$ cat src/rtl/mul_div_pkg.sv
`default_nettype none
// ============================================================================
//  mul_div_pkg
//  Shared funct3 and FSM state encodings for the iterative RV32M unit.
//  Revision: 1.0
// ============================================================================
package mul_div_pkg;

    localparam logic [2:0] FUNCT3_MUL    = 3'b000;
    localparam logic [2:0] FUNCT3_MULH   = 3'b001;
    localparam logic [2:0] FUNCT3_MULHSU = 3'b010;
    localparam logic [2:0] FUNCT3_MULHU  = 3'b011;
    localparam logic [2:0] FUNCT3_DIV    = 3'b100;
    localparam logic [2:0] FUNCT3_DIVU   = 3'b101;
    localparam logic [2:0] FUNCT3_REM    = 3'b110;
    localparam logic [2:0] FUNCT3_REMU   = 3'b111;

    localparam logic [1:0] ST_IDLE = 2'd0;
    localparam logic [1:0] ST_RUN  = 2'd1;
    localparam logic [1:0] ST_DONE = 2'd2;

endpackage
`default_nettype wire

$ cat src/rtl/mul_div_step.sv
`default_nettype none
// ============================================================================
//  mul_div_step
//  One shift-add multiply or restoring-divide iteration on {hi, lo}.
//  Revision: 1.0
// ============================================================================
module mul_div_step #(
    parameter int WIDTH = 32
) (
    input  logic             i_is_div,
    input  logic [WIDTH-1:0] i_hi,
    input  logic [WIDTH-1:0] i_lo,
    input  logic [WIDTH-1:0] i_b,
    output logic [WIDTH-1:0] o_hi,
    output logic [WIDTH-1:0] o_lo
);

    logic [WIDTH:0]   w_sum;
    logic [WIDTH:0]   w_shift;
    logic [WIDTH-1:0] w_diff;

    always_comb begin
        w_sum   = {1'b0, i_hi} + {1'b0, {WIDTH{i_lo[0]}} & i_b};
        w_shift = {i_hi, i_lo[WIDTH-1]};
        // Partial remainder stays below the divisor, so W bits hold the difference.
        w_diff  = w_shift[WIDTH-1:0] - i_b;
        if (i_is_div) begin
            if (w_shift >= {1'b0, i_b}) begin
                o_hi = w_diff;
                o_lo = {i_lo[WIDTH-2:0], 1'b1};
            end else begin
                o_hi = w_shift[WIDTH-1:0];
                o_lo = {i_lo[WIDTH-2:0], 1'b0};
            end
        end else begin
            o_hi = w_sum[WIDTH:1];
            o_lo = {w_sum[0], i_lo[WIDTH-1:1]};
        end
    end

endmodule
`default_nettype wire

$ cat src/rtl/mul_div_unit.sv
`default_nettype none
// ============================================================================
//  mul_div_unit
//  Iterative RV32M multiply/divide with start/busy/done handshake.
//  Revision: 1.0
// ============================================================================
module mul_div_unit
    import mul_div_pkg::*;
#(
    parameter int WIDTH = 32
) (
    input  logic             clk,
    input  logic             reset,
    input  logic             start,
    input  logic [2:0]       funct3,
    input  logic [WIDTH-1:0] operand1,
    input  logic [WIDTH-1:0] operand2,
    output logic             busy,
    output logic             done,
    output logic [WIDTH-1:0] result,
    output logic             zero
);

    localparam int c_CW = $clog2(WIDTH + 1);

    logic [1:0]       r_state;
    logic [c_CW-1:0]  r_count;
    logic [2:0]       r_op;
    logic             r_neg;
    logic             r_special;
    logic [WIDTH-1:0] r_special_val;
    logic [WIDTH-1:0] r_hi, r_lo, r_b;
    logic             r_busy, r_done;
    logic [WIDTH-1:0] r_result;

    logic             w_is_div, w_neg1, w_neg2, w_div0, w_ovf;
    logic [WIDTH-1:0] w_mag1, w_mag2, w_special_val;
    logic [WIDTH-1:0] w_hi_nxt, w_lo_nxt, w_final;
    logic [2*WIDTH-1:0] w_prod;

    mul_div_step #(.WIDTH(WIDTH)) u_step (
        .i_is_div (r_op[2]),
        .i_hi     (r_hi),
        .i_lo     (r_lo),
        .i_b      (r_b),
        .o_hi     (w_hi_nxt),
        .o_lo     (w_lo_nxt)
    );

    // Operand decode, evaluated at the accepting edge only.
    always_comb begin
        w_is_div = funct3[2];
        w_neg1   = operand1[WIDTH-1] & (funct3 == FUNCT3_MULH || funct3 == FUNCT3_MULHSU ||
                                        funct3 == FUNCT3_DIV  || funct3 == FUNCT3_REM);
        w_neg2   = operand2[WIDTH-1] & (funct3 == FUNCT3_MULH || funct3 == FUNCT3_DIV ||
                                        funct3 == FUNCT3_REM);
        w_mag1   = w_neg1 ? -operand1 : operand1;
        w_mag2   = w_neg2 ? -operand2 : operand2;
        w_div0   = w_is_div && (operand2 == '0);
        w_ovf    = (funct3 == FUNCT3_DIV || funct3 == FUNCT3_REM) &&
                   (operand1 == {1'b1, {(WIDTH-1){1'b0}}}) && (operand2 == '1);
        if (w_div0)
            w_special_val = funct3[1] ? operand1 : '1;
        else
            w_special_val = (funct3 == FUNCT3_DIV) ? operand1 : '0;
    end

    always_comb begin
        w_prod = {w_hi_nxt, w_lo_nxt};
        if (r_neg)
            w_prod = -w_prod;
        if (r_special)
            w_final = r_special_val;
        else if (r_op == FUNCT3_MUL)
            w_final = w_prod[WIDTH-1:0];
        else if (!r_op[2])
            w_final = w_prod[2*WIDTH-1:WIDTH];
        else if (r_op[1])
            w_final = r_neg ? -w_hi_nxt : w_hi_nxt;
        else
            w_final = r_neg ? -w_lo_nxt : w_lo_nxt;
    end

    always_ff @(posedge clk or posedge reset) begin
        if (reset) begin
            r_state       <= ST_IDLE;
            r_count       <= '0;
            r_op          <= '0;
            r_neg         <= 1'b0;
            r_special     <= 1'b0;
            r_special_val <= '0;
            r_hi          <= '0;
            r_lo          <= '0;
            r_b           <= '0;
            r_busy        <= 1'b0;
            r_done        <= 1'b0;
            r_result      <= '0;
        end else begin
            r_done <= 1'b0;
            case (r_state)
                ST_IDLE, ST_DONE: begin
                    if (start) begin
                        r_state       <= ST_RUN;
                        r_busy        <= 1'b1;
                        r_count       <= c_CW'(WIDTH);
                        r_op          <= funct3;
                        r_neg         <= (funct3 == FUNCT3_REM) ? w_neg1 : (w_neg1 ^ w_neg2);
                        r_special     <= w_div0 | w_ovf;
                        r_special_val <= w_special_val;
                        r_hi          <= '0;
                        r_lo          <= w_is_div ? w_mag1 : w_mag2;
                        r_b           <= w_is_div ? w_mag2 : w_mag1;
                    end else begin
                        r_state <= ST_IDLE;
                    end
                end
                ST_RUN: begin
                    r_hi    <= w_hi_nxt;
                    r_lo    <= w_lo_nxt;
                    r_count <= r_count - c_CW'(1);
                    if (r_count == c_CW'(1)) begin
                        r_result <= w_final;
                        r_state  <= ST_DONE;
                        r_busy   <= 1'b0;
                        r_done   <= 1'b1;
                    end
                end
                default: r_state <= ST_IDLE;
            endcase
        end
    end

    assign busy   = r_busy;
    assign done   = r_done;
    assign result = r_result;
    assign zero   = (r_result == '0);

endmodule
`default_nettype wire
$ cat config.mk
export PLATFORM = sky130hd
export DESIGN_NAME = mul_div_unit
export DESIGN_NICKNAME = d
export VERILOG_FILES = /design/src/rtl/mul_div_pkg.sv /design/src/rtl/mul_div_step.sv /design/src/rtl/mul_div_unit.sv
export SDC_FILE = /design/constraint.sdc
export NUM_CORES = 1
export LEC_CHECK = 0
export ABC_AREA = 1
export CAP_MARGIN = 15
export CORE_UTILIZATION = 56
export DETAILED_ROUTE_END_ITERATION = 16
export PLACE_DENSITY_LB_ADDON = 0.2
export SYNTH_ARGS = -nofsm -noshare
export SYNTH_HDL_FRONTEND = slang
export SYNTH_SLANG_ARGS = --single-unit
$ cat constraint.sdc
create_clock -name clk -period 6.34 [get_ports clk]
set_input_delay 1.268 -clock clk [delete_from_list [all_inputs] [get_ports clk]]
set_output_delay 1.268 -clock clk [all_outputs]
set_load 0.01 [all_outputs]
---- Word-level counts from Yosys, hierarchy flattened ----
Cells that the tools add are included.
word-level totals
  output and inout bits ................... 35
  register bits ........................... 175
  input port bits ......................... 70
  logic and storage cells ................. 89
operators by class
  bitwise logic cells ..................... 5
  reductions and logical operators ........ 19
  order comparisons ....................... 1
  add/subtract/negate cells ............... 8
  eq/ne operators ......................... 11
  muxes and demuxes ....................... 33
operators by type and width
  cell                                                                count
  32-bit two-way mux                                                  18
  32-bit negation                                                     4
  32-bit one-hot mux with 2 select lines                              2
  32-bit == test, second input constant                               2
  32-bit logical NOT                                                  2
  64-bit two-way mux                                                  1
  64-bit negation                                                     1
  32-bit by 32-bit adder with 33-bit output                           1
  33-bit by 32-bit greater-or-equal comparator with 1-bit output      1
  32-bit bitwise AND                                                  1
  32-bit subtractor                                                   1
  6-bit one-hot mux with 2 select lines                               1
  1-bit two-way mux                                                   7
  3-bit == test, second input constant                                2
  6-bit by 1-bit == test with 1-bit output, second input constant     1
  1-bit logical OR                                                    6
  6-bit two-way mux                                                   1
  2-bit AND reduction                                                 3
  6-bit by 1-bit subtractor with 6-bit output, second input constant  1
  2-bit inequality test, second input constant                        2
  2-bit one-hot mux with 2 select lines                               1
  3-bit by 1-bit == test with 1-bit output, second input constant     1
  3-bit by 2-bit == test with 1-bit output, second input constant     1
  1-bit logical AND                                                   3
  12 further kinds                                                    13

---- Logic depth before layout (Yosys ltp) ----
  depth in word-level cells ............... 9
  gate-level depth with buffers ........... 35
  mapped depth without buffers ............ 35

---- By module ----
Synthesis repeated with hierarchy kept, for this count alone.
second synthesis, totals
  cells, all modules ...................... 3468
  area total of the unflattened synthesis .. 19638.8 um2
by module, submodules not included
  module        times used  area an instance (um2)  cells an instance  seq. area each (um2)
  mul_div_unit  1           13439.1                 2193               4379.2
  mul_div_step  1           6199.7                  1275               0.0

---- Worst setup path after synthesis ----
Ideal clock, no wire load.
  kind .................................... register to register
  from .................................... register r_hi[18]
  to ...................................... register r_result[10] (netlist: result[10])
  arrival time ............................ 3.566 ns
  path slack .............................. 2.657 ns
  data required time ...................... 6.223 ns
  clock period less this slack ............ 3.683 ns
  library setup time ...................... 0.117 ns
  stages on the path, launching flop included .. 33
  buffers on the path ..................... 0
  cells stage by stage .................... dfrtp_1 > ha_1 > nand2_2 > inv_1 > nand2_1 > nand2_1 > nand2_1 > nand2_1 > nand2_1 > nand3_2 > nor2_4 > nand2_4 > nor2_2 > inv_2 > nand2_2 > ha_1 > nand3_1 > nor2_1 > nand3_1 > nor4_1 > nand2_1 > nor2_1 > nand3_1 > nor2_4 > nand2_1 > nand2_1 > a21oi_1 > o21ai_0 > nand3_1 > o21ai_1 > nand2_1 > nand2_1 > nand2_1
on the way
  cells in the longest elaborated chain, start to end .. 9
  elaborated cells between the ends (all ways) .. 15
  those cells by class .................... 3 x add/sub; 1 x order compare; 11 x mux
RTL lines
  what                                                              line                                    source
  start: declaration                                                mul_div_unit.sv:32                      logic [WIDTH-1:0] r_hi, r_lo, r_b;
  start signal: assignment                                          mul_div_unit.sv:118                     r_hi <= w_hi_nxt;
  33-bit by 32-bit greater-or-equal comparator with 1-bit output *  mul_div_step.sv:28                      if (w_shift >= {1'b0, i_b}) begin
  1-bit two-way mux / 32-bit two-way mux (equally long branches)    mul_div_step.sv:28
  32-bit two-way mux                                                mul_div_step.sv:27                      if (i_is_div) begin
  32-bit negation, on equally long branches                         mul_div_unit.sv:81, mul_div_unit.sv:79
  32-bit two-way mux, on equally long branches                      mul_div_unit.sv:81, mul_div_unit.sv:79
  32-bit two-way mux                                                mul_div_unit.sv:78                      else if (r_op[1])
  32-bit two-way mux                                                mul_div_unit.sv:76                      else if (!r_op[2])
  32-bit two-way mux *                                              mul_div_unit.sv:74                      else if (r_op == FUNCT3_MUL)
  32-bit two-way mux *                                              mul_div_unit.sv:72                      if (r_special)
  end signal: assignment                                            mul_div_unit.sv:122                     r_result <= w_final;
  end: declaration                                                  mul_div_unit.sv:34                      logic [WIDTH-1:0] r_result;
Mark *: on every way between the ends. The rest lies on a longest branch, timed or not.
A chain may end at the register's enable or synchronous reset.

---- Final worst setup path ----
  from .................................... register r_b[4]
  to ...................................... register r_result[30] (netlist: result[30])
on the way
  cells in the longest elaborated chain, start to end .. 9
  elaborated cells between the ends (all ways) .. 18
  those cells by class .................... 5 x add/sub; 1 x order compare; 11 x mux; 1 x bitwise
RTL lines
  what                                                               line                                    source
  start: declaration                                                 mul_div_unit.sv:32
  start signal: assignment                                           mul_div_unit.sv:112                     r_b <= w_is_div ? w_mag2 : w_mag1;
  32-bit bitwise AND (tied with other cells)                         mul_div_step.sv:23                      w_sum = {1'b0, i_hi} + {1'b0, {WIDTH{i_lo[0]}} & i_b};
  32-bit by 32-bit adder with 33-bit output (tied with other cells)  mul_div_step.sv:23
  32-bit two-way mux                                                 mul_div_step.sv:27
  32-bit negation, on equally long branches                          mul_div_unit.sv:79, mul_div_unit.sv:81
  32-bit two-way mux, on equally long branches                       mul_div_unit.sv:79, mul_div_unit.sv:81
  32-bit two-way mux                                                 mul_div_unit.sv:78
  32-bit two-way mux                                                 mul_div_unit.sv:76
  32-bit two-way mux *                                               mul_div_unit.sv:74
  32-bit two-way mux *                                               mul_div_unit.sv:72
Marks and branches as above.

==> key figures <==
Run status
  • Outcome: finished, final reports clean

Clock tree
  • Post-CTS setup buffer count: 0
  • Sink Count: about 180
  • Clock tree from TritonCTS: built
  • Num CTS Buffers: 17
  • Cts repair resizes: 0
  • CTS max path bufs: 2
  • H-tree levels: 4
  • Worst-Skew Late Latency: between 0.4 and 0.5 ns
  • Clock transition at path regs: roughly 0.080 ns
  • CTS Hold Bufs: 0
  • Root Buffer: clkbuf_16

GRT
  • Initial antenna violation count: 4
  • GRT Util Overall: between 40% and 50%
  • First-pass GRT wire length: about 120000 um
  • Vias in the first global route: roughly 20000
  • Largest net degree at the start of global routing: 86
  • GRT overflow: 0

Floorplan
  • Die X: roughly 190 um
  • FP Rows: between 60 and 70
  • Die Height: 186 um
  • Starting Density: approximately 57%
  • Core area: about 33000 um2
  • Num ports: roughly 110
  • Die area: between 30000 and 40000 um2

Route
  • # DRC: 0
  • Wire length per cell: about 23 um
  • Routed Antenna Nets: 0
  • DR vias: ~23000
  • Final wirelength: around 84000 um
  • Post-DR vias/cell: 6.31
  • Initial DRT Pass Iterations: 10
  • DRT iter0 DRCs: 3600

Logic synthesis
  • Mapped Avg Cell Area: 6.13 um2
  • Syn Nets: 3228
  • Yosys warnings: 0
  • Cell Area, Synth: approximately 19000 um2
  • Synth area leaders: dfrtp_1 23%, nand2_1 17%, inv_1 8.6%, o21ai_0 6.1%, nand3_1 6.1%
  • Register area share after synthesis: 23.2%
  • Synth Instances: just over 3000
  • Yosys top cell by area: dfrtp_1
  • Register bit total from synthesis: roughly 180
  • Post-synth top area share: between 20% and 30%
  • Netlist cell types: between 50 and 60

Worst setup path
  • Setup Crit Path Kind: reg2reg
  • Most frequent CP cell: nand2_1
  • Setup crit end kind: flip-flop
  • CP max-delay cell: nand2_2
  • Critical Path AT: slightly above 6 ns
  • Max incr delay on CP: around 0.49 ns
  • CP max FO: 20
  • Req. time, crit path: approximately 6.8 ns
  • Critical path startpoint category: flip-flop
  • FF-to-FF path depth: 34

Placement
  • IO buf count: 104
  • GPL Wtd Cong: 1.09
  • Post-DP HPWL: around 66000 um

Min path
  • Hold crit path type: reg2reg
  • Hold path depth: 2

Layout
  • FF+latch area: 4380 um2
  • Final net count: between 3000 and 4000
  • Layout area overhead: 10.2%
  • Multi-input gate area: about 12000 um2
  • Fill cells: between 3000 and 4000
  • Share of layout cells above drive strength 1: 6.80%

STA
  • Worst-margin pin slew: around 1.4 ns
  • Final min period: 5.70 ns
  • Setup TNS: 0 ns
  • Headroom to the max-slew limit: 8.64%
  • Final Cycle Share: 90.0%
  • Endpoints failing setup: 0
  • Clock Skew: between 0.015 and 0.02 ns
  • Endpoints failing hold: 0
  • Peak Freq: around 0.18 GHz
  • RSZ-0062 raised after global routing: false
  • Max Slew Vio Count: 0

Flow run
  • Max-cap violations: 0
## synth_stat cells (all sizes together)
| master | number |
|---|---|
| nand2 | 869 |
| inv | 454 |
| nor2 | 305 |
| o21ai | 259 |
| nand3 | 244 |
| a21oi | 191 |
| dfrtp | 175 |
| xor2 | 91 |
| clkbuf | 72 |
| ha | 71 |
| nand4 | 58 |
| buf | 44 |
| o211ai | 43 |
| nor3 | 40 |
| o22ai | 33 |
| o221ai | 26 |
| nor4 | 16 |
| or2 | 15 |
| nand3b | 11 |
| o21bai | 11 |
| xnor2 | 11 |
| a22oi | 9 |
| a221oi | 6 |
| a21o | 5 |
| clkinv | 4 |
| a21boi | 3 |
| a31oi | 3 |
| o21a | 3 |
| o31ai | 3 |
| fa | 2 |
| nor3b | 2 |
| or4 | 2 |
| a211o | 1 |
| a211oi | 1 |
| and2 | 1 |
| o2111ai | 1 |
## flip-flops by register name (all words and copies together) (netlist names)
name,cells
busy,1
done,1
r_b,32
r_count,6
r_hi,32
r_lo,32
r_neg,1
r_op,3
r_special,1
r_special_val,32
r_state,2
result,32
## metal layers
metal  track usage, %  wire length [um]
met3             15.7             12100
met5                0                52
met4             35.6              7290
met1             60.9             30300
met2             70.3             33800
## through the flow
step / hold WS [ns] / utilization (%) / worst slack (ns) / std cells / instance area (um2)
2_1_floorplan: 0.444 / - / 0.327 / 3085 / 18900
3_3_place_gp: 0.468 / 61.4 / 0.959 / 3542 / 20200
5_1_grt: 0.517 / 63.3 / 0.340 / 3577 / 20800
4_1_cts: 0.499 / 63.3 / 0.838 / 3574 / 20800
3_5_place_dp: 0.465 / 61.4 / 0.882 / 3542 / 20200
6_report: 0.506 / 63.3 / 0.637 / 3577 / 20800
## logic make-up (layout without fill, tap and decap cells)
family          count (synthesis)  after routing  synth area share [%]
fa+ha+maj                      73             73                  4.91
compound gates                598            598                  17.9
other cells                     0              1                     0
flops                         175            175                  23.2
xor+xnor                      102            102                  4.73
simple gates                 1563           1563                  37.3
buf+inv                       574            623                  11.9
## path summary, 6_finish.rpt
kind,end,slack (ns),from
max reg2reg,result[30],0.64,r_b[4]
min reg2reg,result[18],0.51,result[18]
min,result[18],0.51,result[18]
min in group asynchronous,r_count[5],1.31,reset
max in group asynchronous,result[20],3.86,reset
max,result[30],0.64,r_b[4]
## final cells by class
type	instances	share of cell area, %
clock inverter	15	0.956
inverter	458	8.28
clock buffer	17	2.04
sequential	175	21.1
timing repair buffer	133	6.06
tap	442	2.66
multi-input combinational	2336	58.9
antenna	1	0.0120
## layout by cell type, fill, tap and decap left out, types with 21 or more instances in the layout
master,synthesis,routed
nand2_1,837,836
inv_1,431,429
nor2_1,264,262
o21ai_0,230,230
nand3_1,229,229
a21oi_1,188,188
dfrtp_1,175,173
clkdlybuf4s50_1,0,104
xor2_1,91,91
ha_1,71,71
nand4_1,50,50
o211ai_1,43,43
nor3_1,37,37
o22ai_1,33,33
nand2_2,27,28
buf_4,2,28
o21ai_1,27,27
o221ai_1,26,26
inv_2,23,24
nor2_2,20,22
nor2_4,21,21
## critical path: cells and delay by family, from the launching register on
family,cells,cell delay (ns)
AND/OR/NAND/NOR,28,4.30
adder cells (fa/ha/maj),2,0.54
AO/OA/AOI/OAI,1,0.11
flip-flops,1,0.42
buffers and inverters,3,0.27
Power is left out: the tool's default activity adds up to more than one toggle a clock period on the data nets, which glitch-free logic cannot reach.
